--- src/rtl/uart_rx_frame_ctrl.sv ---
// uart_rx_frame_ctrl
//   Frame sequencer behind the 16-bit UART receiver. It hunts for a sync
//   word, then reads a length word, N payload words and a checksum word.
//   Payload words are streamed out as they arrive. The block then reports
//   either frame completion or the class of error that ended the frame.
//
// Ports
//   clock          system clock, all logic on posedge
//   reset          asynchronous active-low reset
//   rx_data        received word, sampled only when rx_valid=1
//   rx_valid       1-cycle strobe qualifying rx_data
//   payload_data   last streamed payload word (held between pulses)
//   payload_valid  1-cycle pulse per payload word
//   payload_idx    0-based index of payload_data within its frame
//   frame_done     1-cycle pulse: checksum matched
//   frame_len      length of the last accepted frame (held)
//   csum_err       1-cycle pulse: checksum mismatch
//   len_err        1-cycle pulse: length word 0 or above MAX_LEN
//   timeout_err    1-cycle pulse: inter-word gap inside a frame too long
//   busy           high while a frame is in progress
module uart_rx_frame_ctrl #(
    parameter logic [15:0] SYNC_WORD   = 16'hA55A,
    parameter int          MAX_LEN     = 16,
    parameter int          TIMEOUT_CYC = 60000
) (
    input  logic        clock,
    input  logic        reset,
    input  logic [15:0] rx_data,
    input  logic        rx_valid,
    output logic [15:0] payload_data,
    output logic        payload_valid,
    output logic [7:0]  payload_idx,
    output logic        frame_done,
    output logic [7:0]  frame_len,
    output logic        csum_err,
    output logic        len_err,
    output logic        timeout_err,
    output logic        busy
);

    typedef enum logic [1:0] {S_HUNT, S_LEN, S_DATA, S_CSUM} state_t;

    localparam int              TW        = $clog2(TIMEOUT_CYC + 1);
    localparam logic [TW-1:0]   TMO_LAST  = TW'(TIMEOUT_CYC - 1);
    localparam logic [15:0]     MAX_LEN_W = 16'(MAX_LEN);

    state_t        state_q, state_d;
    logic [7:0]    len_q, len_d;
    logic [15:0]   sum_q, sum_d;
    logic [7:0]    cnt_q, cnt_d;
    logic [TW-1:0] timer_q, timer_d;
    logic [15:0]   payload_data_q, payload_data_d;
    logic [7:0]    payload_idx_q, payload_idx_d;
    logic [7:0]    frame_len_q, frame_len_d;
    logic          payload_valid_q, payload_valid_d;
    logic          frame_done_q, frame_done_d;
    logic          csum_err_q, csum_err_d;
    logic          len_err_q, len_err_d;
    logic          timeout_err_q, timeout_err_d;
    logic          busy_q, busy_d;

    always_comb begin
        state_d         = state_q;
        len_d           = len_q;
        sum_d           = sum_q;
        cnt_d           = cnt_q;
        timer_d         = timer_q;
        payload_data_d  = payload_data_q;
        payload_idx_d   = payload_idx_q;
        frame_len_d     = frame_len_q;
        payload_valid_d = 1'b0;
        frame_done_d    = 1'b0;
        csum_err_d      = 1'b0;
        len_err_d       = 1'b0;
        timeout_err_d   = 1'b0;

        // A word arriving on the expiry cycle beats the timeout because
        // the timer branch is only taken when rx_valid is low.
        if (rx_valid || state_q == S_HUNT) begin
            timer_d = '0;
        end else if (timer_q == TMO_LAST) begin
            timeout_err_d = 1'b1;
            state_d       = S_HUNT;
            timer_d       = '0;
        end else begin
            timer_d = timer_q + TW'(1);
        end

        if (rx_valid) begin
            case (state_q)
                S_HUNT: begin
                    if (rx_data == SYNC_WORD) state_d = S_LEN;
                end
                S_LEN: begin
                    // Full 16-bit range check; a sync word here is just a bad length.
                    if (rx_data != 16'd0 && rx_data <= MAX_LEN_W) begin
                        len_d   = rx_data[7:0];
                        sum_d   = rx_data;
                        cnt_d   = 8'd0;
                        state_d = S_DATA;
                    end else begin
                        len_err_d = 1'b1;
                        state_d   = S_HUNT;
                    end
                end
                S_DATA: begin
                    payload_data_d  = rx_data;
                    payload_idx_d   = cnt_q;
                    payload_valid_d = 1'b1;
                    sum_d           = sum_q + rx_data;
                    cnt_d           = cnt_q + 8'd1;
                    if (cnt_q == len_q - 8'd1) state_d = S_CSUM;
                end
                S_CSUM: begin
                    if (rx_data == sum_q) begin
                        frame_done_d = 1'b1;
                        frame_len_d  = len_q;
                    end else begin
                        csum_err_d = 1'b1;
                    end
                    state_d = S_HUNT;
                end
                default: state_d = S_HUNT;
            endcase
        end

        busy_d = (state_d != S_HUNT);
    end

    always_ff @(posedge clock or negedge reset) begin
        if (!reset) begin
            state_q         <= S_HUNT;
            len_q           <= '0;
            sum_q           <= '0;
            cnt_q           <= '0;
            timer_q         <= '0;
            payload_data_q  <= '0;
            payload_idx_q   <= '0;
            frame_len_q     <= '0;
            payload_valid_q <= 1'b0;
            frame_done_q    <= 1'b0;
            csum_err_q      <= 1'b0;
            len_err_q       <= 1'b0;
            timeout_err_q   <= 1'b0;
            busy_q          <= 1'b0;
        end else begin
            state_q         <= state_d;
            len_q           <= len_d;
            sum_q           <= sum_d;
            cnt_q           <= cnt_d;
            timer_q         <= timer_d;
            payload_data_q  <= payload_data_d;
            payload_idx_q   <= payload_idx_d;
            frame_len_q     <= frame_len_d;
            payload_valid_q <= payload_valid_d;
            frame_done_q    <= frame_done_d;
            csum_err_q      <= csum_err_d;
            len_err_q       <= len_err_d;
            timeout_err_q   <= timeout_err_d;
            busy_q          <= busy_d;
        end
    end

    assign payload_data  = payload_data_q;
    assign payload_valid = payload_valid_q;
    assign payload_idx   = payload_idx_q;
    assign frame_done    = frame_done_q;
    assign frame_len     = frame_len_q;
    assign csum_err      = csum_err_q;
    assign len_err       = len_err_q;
    assign timeout_err   = timeout_err_q;
    assign busy          = busy_q;

endmodule

--- config.mk ---
export PLATFORM = sky130hd
export DESIGN_NAME = uart_rx_frame_ctrl
export DESIGN_NICKNAME = d
export VERILOG_FILES = /design/src/rtl/uart_rx_frame_ctrl.sv
export SDC_FILE = /design/constraint.sdc
export NUM_CORES = 1
export LEC_CHECK = 0
export ABC_AREA = 0
export CAP_MARGIN = 5
export CORE_MARGIN = 2
export CORE_UTILIZATION = 51
export DETAILED_ROUTE_END_ITERATION = 6
export PLACE_DENSITY = 0.77
export SLEW_MARGIN = 5
export SYNTH_ARGS = -nofsm -noshare
export SYNTH_HDL_FRONTEND = slang
export SYNTH_SLANG_ARGS = --single-unit
--- constraint.sdc ---
create_clock -name clock -period 1.8 [get_ports clock]
set_input_delay 0.27 -clock clock [delete_from_list [all_inputs] [get_ports clock]]
set_output_delay 0.27 -clock clock [all_outputs]
set_load 0.005 [all_outputs]
==> summary.md, run 1 <==
| Metric | Value |
|---|---|
| WS Path Type | `reg2reg` |
| Seq/Total Area, Yosys | `0.465` |
| Worst EP arrival | `2.28 ns` |
| CP Launch Type | `flop` |
| Logic gate share of total power | `0.084` |
| Post-Syn Instances | `505` |
| Gr usage total | `0.263` |
| Total routed wirelength | `13100 um` |
| P_int | `0.00292 W` |
| Lkg Pwr | `3.09 nW` |
| Final worst-path cycle share | `1.12` |
| Die H | `100 um` |
| Total CTS buffers | `9` |
| Die width | `100 um` |
| 1st-iter DRT viols | `212` |
| Syn_nets | `543` |
| Grt total ovfl | `0` |
| Fin. max-slew vios | `0` |
| Die ar. | `0.0101 sq mm` |
| Final hold violation count | `0` |
| Drt pass-1 iters | `5` |
| Largest net degree at the start of global routing | `89` |
| Vias in the first global route | `4337` |
| Synth Area in Adders | `0.0518` |
| Post-synth EDFFs | `0` |
| Worst EP required | `2.06 ns` |
| Commonest non-fill, non-tap cells in the layout | `nand2_1 (121), dfrtp_1 (88), buf_4 (86), clkdlybuf4s50_1 (41), nor2_1 (40)` |
| Cell Pwr Density | `579 mW/mm^2` |
| Clock power frac | `0.408` |
| XOR/XNOR Fraction of Synth Area | `0.0738` |
| Asr flop ratio synth | `1.00` |
| Port Buffers | `56` |
| Min Tclk post-route | `2.02 ns` |
| Post-synthesis simple-gate area fraction | `0.251` |
| Largest family of logic cells by synthesized area | `simple AND/OR/NAND/NOR gates` |
| RD Place Congestion | `0.907` |
| Rows | `35` |
| Setup-failing EPs final | `21` |
| First-pass GRT wire length | `20900 um` |
| Clock sink count | `88` |
| Design area | `0.00672 sq mm` |
| Sequential power share | `0.508` |
| Final worst setup slack | `-0.224 ns` |
| NetSw | `0.000970 W` |
| Yosys cell types | `57` |
| Synth-to-layout area growth | `42.0%` |
| Final nets | `687` |
| Min Hold Slack | `0.362 ns` |
| Placed Area | `0.00616 sq mm` |
| Commonest non-fill, non-tap cell in the layout | `nand2_1` |
| Vias | `4336` |
| Total power | `0.00389 W` |
| Synthesis Warnings | `0` |
| I/O pin total | `57` |
| CTS tree | `done` |
| Worst-path clk slew | `0.10 ns` |
| Failing checks | `setup timing` |
| Area of the core | `0.00911 sq mm` |
| Ant diodes | `0` |
| Post-synthesis average cell area | `9.37 sq um` |
| Initial antenna violation count | `0` |
| Clock skew | `0.0138 ns` |
| Yosys reg bits | `88` |
| Worst vdd ir | `490 uV` |
| Synthesized cell area | `0.00473 sq mm` |
| H-tree depth | `3` |
| Clock root buffer | `clkbuf_8` |
| Switching part of the total | `0.249` |
| Critical Path End Type | `flop` |
| Ratio of cells with drive above 1 in the final layout | `0.272` |
| Dpl ws | `-0.614 ns` |
| Starting density of the core | `0.520` |
| Multiplexer share of the synthesized area | `0.0360` |
| Critical Path Fanout Max | `9` |
| Remaining antenna violation count | `0` |
| Slew headroom | `0.670` |
| Hold WC Path Type | `in2reg` |
| Fillcell total | `639` |
| Slew @ Worst Pin | `0.494 ns` |
| Max clock buf depth | `2` |
| DR DRC count | `0` |
| DR vias/cell | `5.67` |
| Max-cap violation count | `0` |
| Highest Clock Rate | `494 MHz` |
| Status | `finished, violations left` |
| Compound-gate portion of the synthesized area | `0.0928` |
| RSZ-0062 raised after global routing | `yes` |
| Post-DP HPWL | `9020 um` |
| Synth Flop Type | `dfrtp_1` |
| Avg WL per Cell | `17.1 um` |
| Skew-Pair Late Insertion Delay | `0.37 ns` |
[power groups by stage]
stage / Sequential, W / Clock [W] / Combinational, W
after floorplan: 0.00201 / 0 / 0.000103
after global placement: 0.00201 / 0 / 0.000289
after detailed placement: 0.00201 / 0 / 0.000297
after CTS: 0.00198 / 0.00161 / 0.000315
after global routing: 0.00198 / 0.00170 / 0.000352
final: 0.00198 / 0.00159 / 0.000328
[flip-flops by register name (all words and copies together), names as in the netlist, 2 cells and up]
signal and cells:
state_q 2, cnt_q 8, frame_len 8, len_q 8, payload_idx 8, sum_q 16
payload_data 16, timer_q 16
[metrics by stage]
| stage | util | cells | setup TNS (ns) |
|---|---|---|---|
| after floorplan | - | 505 | -1.05 |
| after global placement | 0.676 | 732 | -21.44 |
| after detailed placement | 0.676 | 732 | -22.35 |
| after CTS | 0.723 | 758 | -1.76 |
| after global routing | 0.738 | 765 | -4.38 |
| final | 0.738 | 765 | -3.31 |
[cell families after synthesis]
kind of cell	Yosys count
buf+inv	29
fa+ha+maj	19
flops	88
compound gates	66
simple gates	248
xor+xnor	39
mux	16
[cells in the mapped netlist, types with 3 or more instances]
master,count,area (sq um)
inv_1,10,37.5
buf_2,10,50.1
and3_1,7,43.8
mux2i_1,8,80.1
clkbuf_1,4,15.0
mux2_2,8,90.1
dfrtp_1,88,2200
nand2b_1,6,37.5
a21o_1,3,22.5
nor3_1,11,55.1
o21ai_0,19,95.1
nor4_1,5,31.3
xor2_1,15,131
nor2b_1,4,25.0
a21oi_1,19,95.1
nand2_1,121,454
a211oi_1,3,22.5
xnor2_1,23,201
and2_1,5,31.3
nor2_1,41,154
nor3b_1,3,22.5
o31ai_1,6,45.0
nand4_1,9,56.3
ha_1,18,225
buf_4,3,22.5
nand3_1,20,100
[per-layer routing]
layer | vias to the layer above | wire [um] | global-route usage
met1 | 2152 | 5500 | 0.334
met2 | 136 | 6580 | 0.456
met4 | 0 | 420 | 0.104
met5 | - | 0 | 0
li1 | 2009 | - | -
met3 | 39 | 554 | 0.0334
[path summary, 6_finish.rpt]
path	cells after the start	slack (ns)	start	endpoint
min	3	0.36	rx_data[14]	payload_data[14]
max reg2reg	6	-0.22	sum_q[3]	frame_len[1]
max	6	-0.22	sum_q[3]	frame_len[1]
max in group asynchronous	3	0.95	reset	sum_q[10]
min in group asynchronous	3	0.45	reset	frame_len[5]
min reg2reg	2	0.48	payload_data[12]	payload_data[12]
[worst max-delay path, cell delays in order (launching register included)]
cell and delay [ns]:
dfrtp_1 0.43, ha_4 0.28, nor4_1 0.32, nand2_1 0.18, nor3_4 0.24, buf_12 0.17, mux2_4 0.30
[timing repair]
| item | 4_1_cts | 5_1_grt |
|---|---|---|
| hold endpoints to repair | 88 | 0 |
| gates cloned | 0 | 2 |
| setup endpoints to repair | 41 | 28 |
| hold buffers | 1 | 0 |
| setup buffers | 9 | 6 |
| gates resized for setup | 43 | 19 |
| pin swaps | 18 | 24 |
[final cells by class]
type	count	area, sq um	area share
clock buffer	9	124	0.0184
sequential	88	2200	0.328
multi-input combinational	389	2810	0.418
inverter	11	41.3	0.00614
clock inverter	7	101	0.0151
timing repair buffer	150	1310	0.194
tap	111	139	0.0207
(Power assumes the default switching activity.)
==> run 2, diff against run 1 <==
Clock period 1.8 ns to 1.7 ns, I/O delays scaled along.
==> run 2 against run 1 <==
The run still ends with setup timing left. Maximum frequency shrank 1.5%. Total power rose by 0.39%. Worst hold slack got worse by 0.089 ns. Register-to-register slack worse by 0.13 ns. Clock power decreased by 10%. Global-route usage increased by 3.1 points. Via count grew 7.7%. Non-clock buffer count rose by 21. Sequential power is 6% higher. Utilization up 2.8 points. Critical path type unchanged. Critical endpoint is now frame_len[4]. Largest cell class unchanged.
==> summary.md, run 2 (synthesis gave the netlist of run 1 again) <==
| Metric | Value |
|---|---|
| Clock sink count | `88` |
| WS Path Type | `reg2reg` |
| Total routed wirelength | `15500 um` |
| Remaining antenna violation count | `0` |
| Crit-path cells | `ha_4 -> nor4_4 -> nand2_2 -> nor3_4 -> clkbuf_16 -> mux2_4` |
| Synth-to-layout area growth | `47.5%` |
| RD Place Congestion | `0.917` |
| CTS tree | `done` |
| Failing checks | `setup timing` |
| Clock root buffer | `clkbuf_8` |
| Gr usage total | `0.294` |
| Reg2reg path depth | `6` |
| Worst EP arrival | `2.33 ns` |
| R2R setup slack | `-0.35 ns` |
| Vias in the first global route | `4561` |
| Largest net degree at the start of global routing | `89` |
| Worst vdd ir | `344 uV` |
| Avg WL per Cell | `19.7 um` |
| Sequential power share | `0.535` |
| R2r endpoint | `frame_len[4]` |
| Worst Hold Launch | `rx_data[12]` |
| NetSw | `0.00109 W` |
| Fin. max-slew vios | `0` |
| Max clock buf depth | `2` |
| Total CTS buffers | `9` |
| Status | `finished, violations left` |
| Port Buffers | `56` |
| Worst EP required | `1.98 ns` |
| Min Tclk post-route | `2.05 ns` |
| Worst Hold Path EP | `payload_data[12]` |
| Final hold violation count | `0` |
| Die H | `100 um` |
| Final nets | `708` |
| Final worst setup slack | `-0.355 ns` |
| DR DRC count | `0` |
| First-pass GRT wire length | `23000 um` |
| Lkg Pwr | `3.22 nW` |
| RSZ-0062 raised after global routing | `yes` |
| Switching part of the total | `0.278` |
| Ratio of cells with drive above 1 in the final layout | `0.321` |
| Worst hold path stage count | `4` |
| CP Launch Type | `flop` |
| Final worst-path cycle share | `1.21` |
| Critical Path Fanout Max | `4` |
| Skew-Pair Late Insertion Delay | `0.38 ns` |
| DR vias/cell | `5.94` |
| Area of the core | `0.00911 sq mm` |
| Clock skew | `0.0121 ns` |
| Post-DP HPWL | `9100 um` |
| Rows | `35` |
| Ant diodes | `0` |
| Hold WC Path Type | `in2reg` |
| Critical path's slowest cell | `dfrtp_1` |
| H-tree depth | `3` |
| Grt total ovfl | `0` |
| Commonest non-fill, non-tap cells in the layout | `nand2_1 (118), buf_4 (99), dfrtp_1 (86), clkdlybuf4s50_1 (41), nor2_1 (37)` |
| Logic gate share of total power | `0.099` |
| Die width | `100 um` |
| Critical Path End Type | `flop` |
| Clock power frac | `0.366` |
| Starting density of the core | `0.520` |
| 1st-iter DRT viols | `363` |
| Drt pass-1 iters | `6` |
| Slew @ Worst Pin | `0.474 ns` |
| Setup-failing EPs final | `29` |
| P_int | `0.00282 W` |
| Die ar. | `0.0101 sq mm` |
| Highest Clock Rate | `487 MHz` |
| Cell Pwr Density | `559 mW/mm^2` |
| Vias | `4672` |
| Min Hold Slack | `0.273 ns` |
| Max incr delay on CP | `0.43 ns` |
| Slew headroom | `0.684` |
| Max-cap violation count | `0` |
| RR Startpoint | `sum_q[14]` |
| I/O pin total | `57` |
| Initial antenna violation count | `0` |
| Commonest non-fill, non-tap cell in the layout | `nand2_1` |
| Total power | `0.00391 W` |
| Worst-path clk slew | `0.11 ns` |
[run 2: cell types whose count changed in the layout (fill, tap and decap cells not counted), sizes merged]
cell          delta
buf             +20
bufinv           -2
clkbuf           +4
clkinvlp         +2
dlygate4sd2      -4
dlymetal6s2s     +1
[run 2: metrics by stage]
stage                     setup TNS, ns  cell area [sq um]  utilization  cells  worst slack [ns]
after floorplan                   -2.30               4940            -    505            -0.221
after global placement           -23.16               6250        0.686    743            -0.673
after detailed placement         -25.93               6250        0.686    743            -0.754
after CTS                         -3.44               6730        0.739    775            -0.263
after global routing              -7.13               6980        0.766    786            -0.405
final                             -5.89               6980        0.766    786            -0.355
[run 2: repair_timing]
item                                   4_1_cts  5_1_grt
gates cloned                                 3        1
endpoints found under the hold margin       88        0
pin swaps                                   25       23
buffers inserted                            12       13
setup endpoints to repair                   43       48
gates resized for setup                     46       48
hold buffers                                 1        0
[run 2: cell type report]
class | instances | area, sq um
multi-input cells | 389 | 2880
flip-flops and latches | 88 | 2200
fillers | 546 | 2130
repair buffers | 171 | 1530
well taps | 111 | 139
clock buffers | 9 | 124
clock inverters | 7 | 62.6
inverters | 11 | 41.3
[run 2: worst max path at each step]
stage                           from            to  slack, ns  depth (start not counted)
after global placement    rx_data[1]     sum_q[14]      -0.67                          9
after global routing        sum_q[2]  frame_len[4]      -0.40                          6
after floorplan             sum_q[7]  frame_len[0]      -0.22                          6
final                      sum_q[14]  frame_len[4]      -0.35                          6
after detailed placement  rx_data[1]     sum_q[14]      -0.75                          9
after CTS                   sum_q[0]     sum_q[14]      -0.26                          9
[run 2: metal layers]
| layer | part of all wire | routed length, um | track usage |
|---|---|---|---|
| met1 | 0.38 | 5890 | 0.363 |
| met2 | 0.50 | 7680 | 0.495 |
| met3 | 0.062 | 963 | 0.0515 |
| met4 | 0.060 | 931 | 0.151 |
| met5 | 0 | 0 | 0 |
[run 2: power by group through the flow]
stage	registers (W)	clock network, W	logic [W]
after floorplan	0.00213	0	0.000110
after global placement	0.00213	0	0.000302
after detailed placement	0.00213	0	0.000309
after CTS	0.00209	0.00143	0.000340
after global routing	0.00209	0.00152	0.000406
final	0.00209	0.00143	0.000387
[run 2: critical path: cells and delay by family (launching register included)]
kind	cells	cell delay, ns
buffers and inverters	1	0.22
adder cells (fa/ha/maj)	1	0.26
flip-flops	1	0.43
multiplexers	1	0.29
AND/OR/NAND/NOR	3	0.77
==> run 3, diff against run 2 <==
Settings changed: CORE_MARGIN 2 to unset.
==> run 3 against run 2 <==
The flow finishes with violations (DRC, setup timing). Combinational power shrank 3%. Clock-buffer cell count grew 1. Clock power is essentially flat. Flip-flop and latch count is the same. Worst hold slack lost 0.11 ns. Wire length shrank 4.8%. First-iteration DRC count shrank 30%. Critical endpoint is now sum_q[14].
==> summary.md, run 3 (synthesis gave the netlist of run 1 again) <==
| Metric | Value |
|---|---|
| Sequential power share | `0.536` |
| Worst Hold Launch | `rx_data[9]` |
| Initial antenna violation count | `1` |
| CP Launch Type | `flop` |
| Hold WC Path Type | `in2reg` |
| Worst vdd ir | `326 uV` |
| H-tree depth | `3` |
| Final worst setup slack | `-0.334 ns` |
| Fin. max-slew vios | `0` |
| Starting density of the core | `0.535` |
| P_int | `0.00284 W` |
| Final hold violation count | `0` |
| Die width | `98.3 um` |
| Worst EP arrival | `2.30 ns` |
| Clock skew | `0.0144 ns` |
| R2r endpoint | `sum_q[14]` |
| Die H | `98.3 um` |
| Worst hold path stage count | `3` |
| Commonest non-fill, non-tap cell in the layout | `nand2_1` |
| Clock power frac | `0.368` |
| Placed Area | `0.00624 sq mm` |
| Dpl ws | `-0.754 ns` |
| Register area | `0.00221 sq mm` |
| Remaining antenna violation count | `0` |
| Vias in the first global route | `4588` |
| Gr usage total | `0.296` |
| Worst-path clk slew | `0.10 ns` |
| Design area | `0.00692 sq mm` |
| R2R setup slack | `-0.33 ns` |
| I/O pin total | `57` |
| Max clock buf depth | `2` |
| Multi-input logic area | `0.00284 sq mm` |
| Area of the core | `0.00885 sq mm` |
| Lkg Pwr | `3.21 nW` |
| DR vias/cell | `5.86` |
| Total routed wirelength | `14700 um` |
| Layout Utilization | `0.782` |
| RR Startpoint | `sum_q[0]` |
| Worst EP required | `1.96 ns` |
| Skew-Pair Late Insertion Delay | `0.38 ns` |
| Port Buffers | `56` |
| Setup-failing EPs final | `27` |
| DR DRC count | `5` |
| Drt pass-1 iters | `7` |
| Fillcell total | `535` |
| Clock root buffer | `clkbuf_8` |
| Vias | `4578` |
| Post-Layout Cell Count | `781` |
| Synth-to-layout area growth | `46.1%` |
| Final nets | `706` |
| Slew @ Worst Pin | `0.512 ns` |
| Commonest non-fill, non-tap cells in the layout | `nand2_1 (119), buf_4 (99), dfrtp_1 (85), clkdlybuf4s50_1 (40), nor2_1 (36)` |
| Critical Path End Type | `flop` |
| Switching part of the total | `0.271` |
| Max-cap violation count | `0` |
| 1st-iter DRT viols | `253` |
| RD Place Congestion | `0.910` |
| Reg2reg path depth | `9` |
| Clock sink count | `88` |
| Logic gate share of total power | `0.096` |
| Failing checks | `DRC, setup timing` |
| Ant diodes | `0` |
| Total CTS buffers | `9` |
| Cell Pwr Density | `564 mW/mm^2` |
| First-pass GRT wire length | `22400 um` |
| Final worst-path cycle share | `1.20` |
| Placed Cells | `737` |
| WS Path Type | `reg2reg` |
| Avg WL per Cell | `18.9 um` |
| Slew headroom | `0.659` |
| Grt total ovfl | `0` |
| Min Tclk post-route | `2.03 ns` |
| Status | `finished, violations left` |
| CTS tree | `done` |
| Ratio of cells with drive above 1 in the final layout | `0.322` |
| Highest Clock Rate | `492 MHz` |
| Rows | `34` |
| Largest net degree at the start of global routing | `35` |
| Die ar. | `0.00967 sq mm` |
| RSZ-0062 raised after global routing | `yes` |
| Worst Hold Path EP | `payload_data[9]` |
| NetSw | `0.00106 W` |
| Critical Path Fanout Max | `4` |
| Post-DP HPWL | `9270 um` |
## run 3: changes by cell type in the layout (fill, tap and decap cells not counted), moves of 2 or more
cell / before / now
nor3_1: 5 / 8
dlygate4sd2_1: 10 / 7
clkbuf_2: 3 / 6
nor3_2: 5 / 2
buf_6: 8 / 6
buf_12: 5 / 7
## run 3: layer usage
| metal | global-route usage | vias up | routed length (um) |
|---|---|---|---|
| li1 | - | 2045 | - |
| met1 | 0.358 | 2257 | 5800 |
| met2 | 0.512 | 207 | 7390 |
| met3 | 0.0651 | 69 | 849 |
| met4 | 0.122 | 0 | 684 |
| met5 | 0 | - | 0 |
## run 3: worst max path at each step
| stage | slack, ns | depth (start not counted) | start | to |
|---|---|---|---|---|
| after global routing | -0.40 | 9 | sum_q[0] | sum_q[14] |
| after detailed placement | -0.75 | 9 | rx_data[1] | sum_q[14] |
| after floorplan | -0.22 | 6 | sum_q[7] | frame_len[0] |
| final | -0.33 | 9 | sum_q[0] | sum_q[14] |
| after CTS | -0.32 | 9 | sum_q[0] | sum_q[14] |
| after global placement | -0.66 | 9 | rx_data[1] | sum_q[14] |
## run 3: area by class of cell
cell class	count	share of cell area
clock inverters	6	0.00742
clock buffers	10	0.0199
well taps	108	0.0195
flip-flops and latches	88	0.319
repair buffers	170	0.217
inverters	11	0.00597
multi-input cells	388	0.411
## run 3: worst max-delay path: stages (launching register included)
cell      delay, ns
dfrtp_1        0.40
ha_4           0.16
inv_2          0.04
fa_2           0.33
nand2b_4       0.16
a21oi_4        0.19
nor3_4         0.08
o31ai_2        0.24
mux2i_1        0.24
nand2_1        0.08
## run 3: repair_timing
action,4_1_cts,5_1_grt
setup buffers,17,10
hold endpoints to repair,32,0
pin swaps,28,23
gates resized for setup,60,39
hold buffers,1,0
endpoints found under the setup margin,46,50
gates cloned,2,0
## run 3: through the flow
stage | TNS (ns) | total power, W | hold slack (ns)
finish | -5.23 | 0.00390 | 0.167
global route | -7.00 | 0.00404 | 0.175
CTS | -3.20 | 0.00389 | 0.333
detailed placement | -24.58 | 0.00245 | 0.256
global placement | -22.93 | 0.00244 | 0.244
floorplan | -2.30 | 0.00224 | -0.0406
## run 3: power by group through the flow
stage | combinational (W) | clock, W | sequential (W)
floorplan | 0.000110 | 0 | 0.00213
global placement | 0.000306 | 0 | 0.00213
detailed placement | 0.000312 | 0 | 0.00213
CTS | 0.000340 | 0.00146 | 0.00209
global route | 0.000397 | 0.00155 | 0.00209
finish | 0.000375 | 0.00143 | 0.00209
